[src/rtl/mux_scan_nto1.sv]
// Registered N-channel, DW-bit multiplexer with direct-select and auto-scan modes.
// Outputs y/ch are sampled on the strobe edge; valid/wrap are one-cycle registered strobes.
module mux_scan_nto1 #(
  parameter int N_CH  = 16,
  parameter int DW    = 1,
  parameter int DWELL = 4,
  parameter int SEL_W = $clog2(N_CH)
) (
  input  logic                 clk,
  input  logic                 rst,
  input  logic                 en,
  input  logic                 mode,
  input  logic [SEL_W-1:0]     sel,
  input  logic [N_CH*DW-1:0]   inp,
  output logic [DW-1:0]        y,
  output logic [SEL_W-1:0]     ch,
  output logic                 valid,
  output logic                 wrap
);

  localparam int CNT_W = (DWELL > 1) ? $clog2(DWELL) : 1;
  localparam logic [CNT_W-1:0] CNT_LAST = CNT_W'(DWELL - 1);
  localparam logic [SEL_W-1:0] IDX_LAST = SEL_W'(N_CH - 1);

  typedef enum logic [1:0] {
    IDLE   = 2'd0,
    DIRECT = 2'd1,
    SCAN   = 2'd2
  } state_t;

  state_t           state;
  logic [CNT_W-1:0] cnt;
  logic [SEL_W-1:0] idx;

  logic [SEL_W-1:0] rd_addr;
  logic [DW-1:0]    rd_data;
  logic             rd_hit;

  // One read port shared by both modes; out-of-range addresses read as zero
  // and clear rd_hit so that direct mode can suppress valid.
  always_comb begin
    rd_addr = mode ? idx : sel;
    rd_data = '0;
    rd_hit  = 1'b0;
    for (int k = 0; k < N_CH; k++) begin
      if (rd_addr == SEL_W'(k)) begin
        rd_data = inp[k*DW +: DW];
        rd_hit  = 1'b1;
      end
    end
  end

  always_ff @(posedge clk or posedge rst) begin
    if (rst) begin
      state <= IDLE;
      cnt   <= '0;
      idx   <= '0;
      y     <= '0;
      ch    <= '0;
      valid <= 1'b0;
      wrap  <= 1'b0;
    end else begin
      valid <= 1'b0;
      wrap  <= 1'b0;
      if (!en) begin
        state <= IDLE;
        cnt   <= '0;
      end else if (!mode) begin
        state <= DIRECT;
        cnt   <= '0;
        y     <= rd_data;
        ch    <= sel;
        valid <= rd_hit;
      end else if (state != SCAN) begin
        // Entry edge: restart the scan, sample nothing.
        state <= SCAN;
        cnt   <= '0;
        idx   <= '0;
      end else if (cnt == CNT_LAST) begin
        y     <= rd_data;
        ch    <= idx;
        valid <= 1'b1;
        wrap  <= (idx == IDX_LAST);
        cnt   <= '0;
        idx   <= (idx == IDX_LAST) ? '0 : idx + 1'b1;
      end else begin
        cnt <= cnt + 1'b1;
      end
    end
  end

endmodule

[config.mk]
export PLATFORM = sky130hd
export DESIGN_NAME = mux_scan_nto1
export DESIGN_NICKNAME = d
export VERILOG_FILES = /design/src/rtl/mux_scan_nto1.sv
export SDC_FILE = /design/constraint.sdc
export NUM_CORES = 1
export LEC_CHECK = 0
export BUFFER_PORTS_ARGS = -buffer_cell sky130_fd_sc_hd__buf_4
export CORE_MARGIN = 2
export CORE_UTILIZATION = 52
export CTS_BUF_LIST = sky130_fd_sc_hd__clkbuf_4
export CTS_CLUSTER_DIAMETER = 100
export CTS_CLUSTER_SIZE = 20
export DETAILED_ROUTE_END_ITERATION = 10
export PLACE_DENSITY = 0.81
export SYNTH_ARGS = -nofsm -noshare
export SYNTH_HDL_FRONTEND = slang
export SYNTH_SLANG_ARGS = --single-unit
export TNS_END_PERCENT = 50
[constraint.sdc]
create_clock -name clk -period 1.9 [get_ports clk]
set_clock_uncertainty 0.05 [all_clocks]
set_input_delay 0.095 -clock clk [delete_from_list [all_inputs] [get_ports clk]]
set_output_delay 0.095 -clock clk [all_outputs]
set_load 0.02 [all_outputs]
==> results.json <==
{
  "grt_max_degree": 20,
  "maxSlewHeadroom_pct": 62.4,
  "first_iter_violations": 21,
  "grt_pass1_vias": 817,
  "yosysUniqueCellTypes": 38,
  "clock_path_buffers": 2,
  "antenna_cells": 0,
  "grt_first_pass_wirelength_um": 3480,
  "drc": 0,
  "path_max_fanout": 9,
  "final_hold_viol_count": 0,
  "cts-resized-gates": 0,
  "r2r_cells": 5,
  "rows": 15,
  "required_ns": 2.07,
  "htree_num_levels": 1,
  "rsz0062_at_grt": "false",
  "max_stage_delay_ns": 0.50,
  "place_hpwl_um": 1660,
  "antenna_found_initial": 0,
  "ys_warn_count": 0,
  "die_x_um": 47.0,
  "gr-total-overflow": 0,
  "coreArea_sq_um": 1730,
  "ff2ff_setup_slack_ns": 0.22,
  "cap_violations": 0,
  "ios": 31,
  "worstSetupPathType": "flip-flop to flip-flop",
  "drive_above_1_share_pct": 30.2,
  "ctsRootBufferMaster": "clkbuf_4",
  "drtPass1Iterations": 4,
  "cts_tree": "built",
  "syn_to_final_growth_pct": 27.4,
  "postSynthNetCount": 125,
  "synthesis.instances": 99,
  "worstSetupStartpointType": "flip-flop",
  "fin_tns_setup_ns": 0,
  "ir_worst_vdd_mv": 0.558,
  "ys_ff_latch": 15,
  "min_path_type": "input pin to flip-flop",
  "final_cell_mix": "buf_4, dfrtp_1, nor2b_1, a21oi_1, nand2_1",
  "cp-end-kind": "flip-flop",
  "wire_per_inst_um": 14.2,
  "fin_crit_sh_pct": 88.2,
  "crit_slowest_cell": "dfrtp_1",
  "gp_congestion": 0.846,
  "min_to": "state[1]",
  "avgViaCountPerCell": 5.71,
  "initial_core_util_pct": 55.8,
  "period_needed_ns": 1.68,
  "wl_um": 2180,
  "insertion_delay_ns": 0.28,
  "postCtsHoldBufs": 1,
  "dieArea_sq_um": 2210,
  "r2r_start": "idx[1]",
  "grt.total_usage_pct": 22.6,
  "power_density_nw_per_um2": 574,
  "ys_seq_area_share_pct": 39.0,
  "ant_nets": 0,
  "clkSinkCount": 15,
  "path_cells": "mux2i_4, mux2i_1, a221o_1, and3_1, a21oi_2",
  "nNetsFinal": 156,
  "postCtsSetupRepairBufs": 0,
  "p_leak_nw": 0.586,
  "setup_viol": 0,
  "status": "completed",
  "port_buffers": 30,
  "fmax_mhz": 596,
  "synthesis.area_sq_um": 963,
  "drv_slew": 0,
  "cts_made_buffers": 3,
  "syn_avg_cell_area_sq_um": 9.73,
  "tightest_slew_ns": 0.563,
  "final_common_cell": "buf_4",
  "hold-path-cell-count": 2,
  "dr_total_vias": 880,
  "r2r_end": "y",
  "hold_start": "en",
  "die_y_um": 47.0,
  "clkTransAtPathRegs_ns": 0.09,
  "cp.arrival_ns": 1.84,
  "holdWs_ns": 0.0309
}
-- worst max-delay path, delay by kind of cell (launching register included) --
family             cells  cell delay, ns
AOI/OAI and AO/OA      2            0.48
DFF                    1            0.50
and+or+nand+nor        1            0.20
muxes                  2            0.38
-- cell type report --
| type | instances | area (sq um) |
|---|---|---|
| Timing Repair Buffer | 31 | 235 |
| Inverter | 4 | 15.0 |
| Fill cell | 134 | 499 |
| Clock buffer | 3 | 22.5 |
| Multi-Input combinational cell | 75 | 543 |
| Sequential cell | 15 | 375 |
| Tap cell | 25 | 31.3 |
| Clock inverter | 1 | 5.00 |
-- report_power, final --
part	internal (W)	total, W	switching (W)	leakage, nW
clock network	0.0000782	0.000181	0.000103	0.0177
registers	0.000337	0.000346	0.00000904	0.196
logic	0.0000893	0.000178	0.0000882	0.372
total	0.000505	0.000705	0.000200	0.586
-- registers in the layout, indices dropped and copies added, names as in the netlist --
signal	flops
wrap	1
state	2
idx	4
ch	4
y	1
valid	1
cnt	2
-- layer usage --
metal | track usage [%] | up-vias | part of all wire, %
li1 | - | 430 | -
met1 | 29.4 | 403 | 44
met2 | 36.7 | 41 | 48
met3 | 1.54 | 6 | 6.2
met4 | 13.9 | 0 | 2.1
met5 | 0 | - | 0
-- synth_stat cells, drive strengths merged --
library cell  number  area share [%]
dfrtp             15              39
ha                 2             2.6
nand2              6             2.3
nand2b             4             2.6
a32o               2             2.1
mux2i              4             6.8
nand3b             1            0.78
a31oi              1            0.65
o21ai              5             2.6
a21o               1            0.78
a221o              1             1.0
o22ai              2             1.3
o32ai              1            0.91
nor2b              6             3.9
o22a               1            0.91
a32oi              1            0.91
or3                1            0.65
o221a              1             1.2
o31ai              3             2.3
nand3              4             2.1
and4b              1             1.0
and2               2             1.3
clkbuf             1            0.39
buf                4             2.7
a21oi              7             4.0
mux2               5             5.8
nor3               2             1.0
and3               1            0.65
nor2               5             1.9
inv                4             1.6
o221ai             1            0.91
nor3b              3             2.3
a31o               1            0.91
-- per-stage QoR --
step	cell area [sq um]	setup WS, ns	instances	utilization (%)	power, W
6_report	1230	0.223	154	71.1	0.000705
5_1_grt	1230	0.0828	154	71.1	0.000739
4_1_cts	1230	0.236	154	71.1	0.000713
3_5_place_dp	1190	0.261	149	68.9	0.000528
3_3_place_gp	1190	0.271	149	68.9	0.000525
2_1_floorplan	963	0.381	99	-	0.000448
-- cell families (layout without fill, tap and decap cells) --
group	Yosys count	after routing	share of synthesized area, %
buffers and inverters	9	39	4.67
adder cells (fa/ha/maj)	2	2	2.60
AO/OA/AOI/OAI	28	28	20.5
flip-flops	15	15	39.0
multiplexers	9	9	12.6
AND/OR/NAND/NOR	36	36	20.7
-- worst max-delay path by stage --
stage	end	depth (start not counted)	start	slack [ns]
finish	y	5	idx[1]	0.22
global route	y	5	idx[0]	0.08
CTS	y	5	idx[1]	0.24
detailed placement	y	5	idx[1]	0.26
global placement	y	5	idx[1]	0.27
floorplan	y	6	idx[1]	0.38
(Power assumes the default switching activity.)
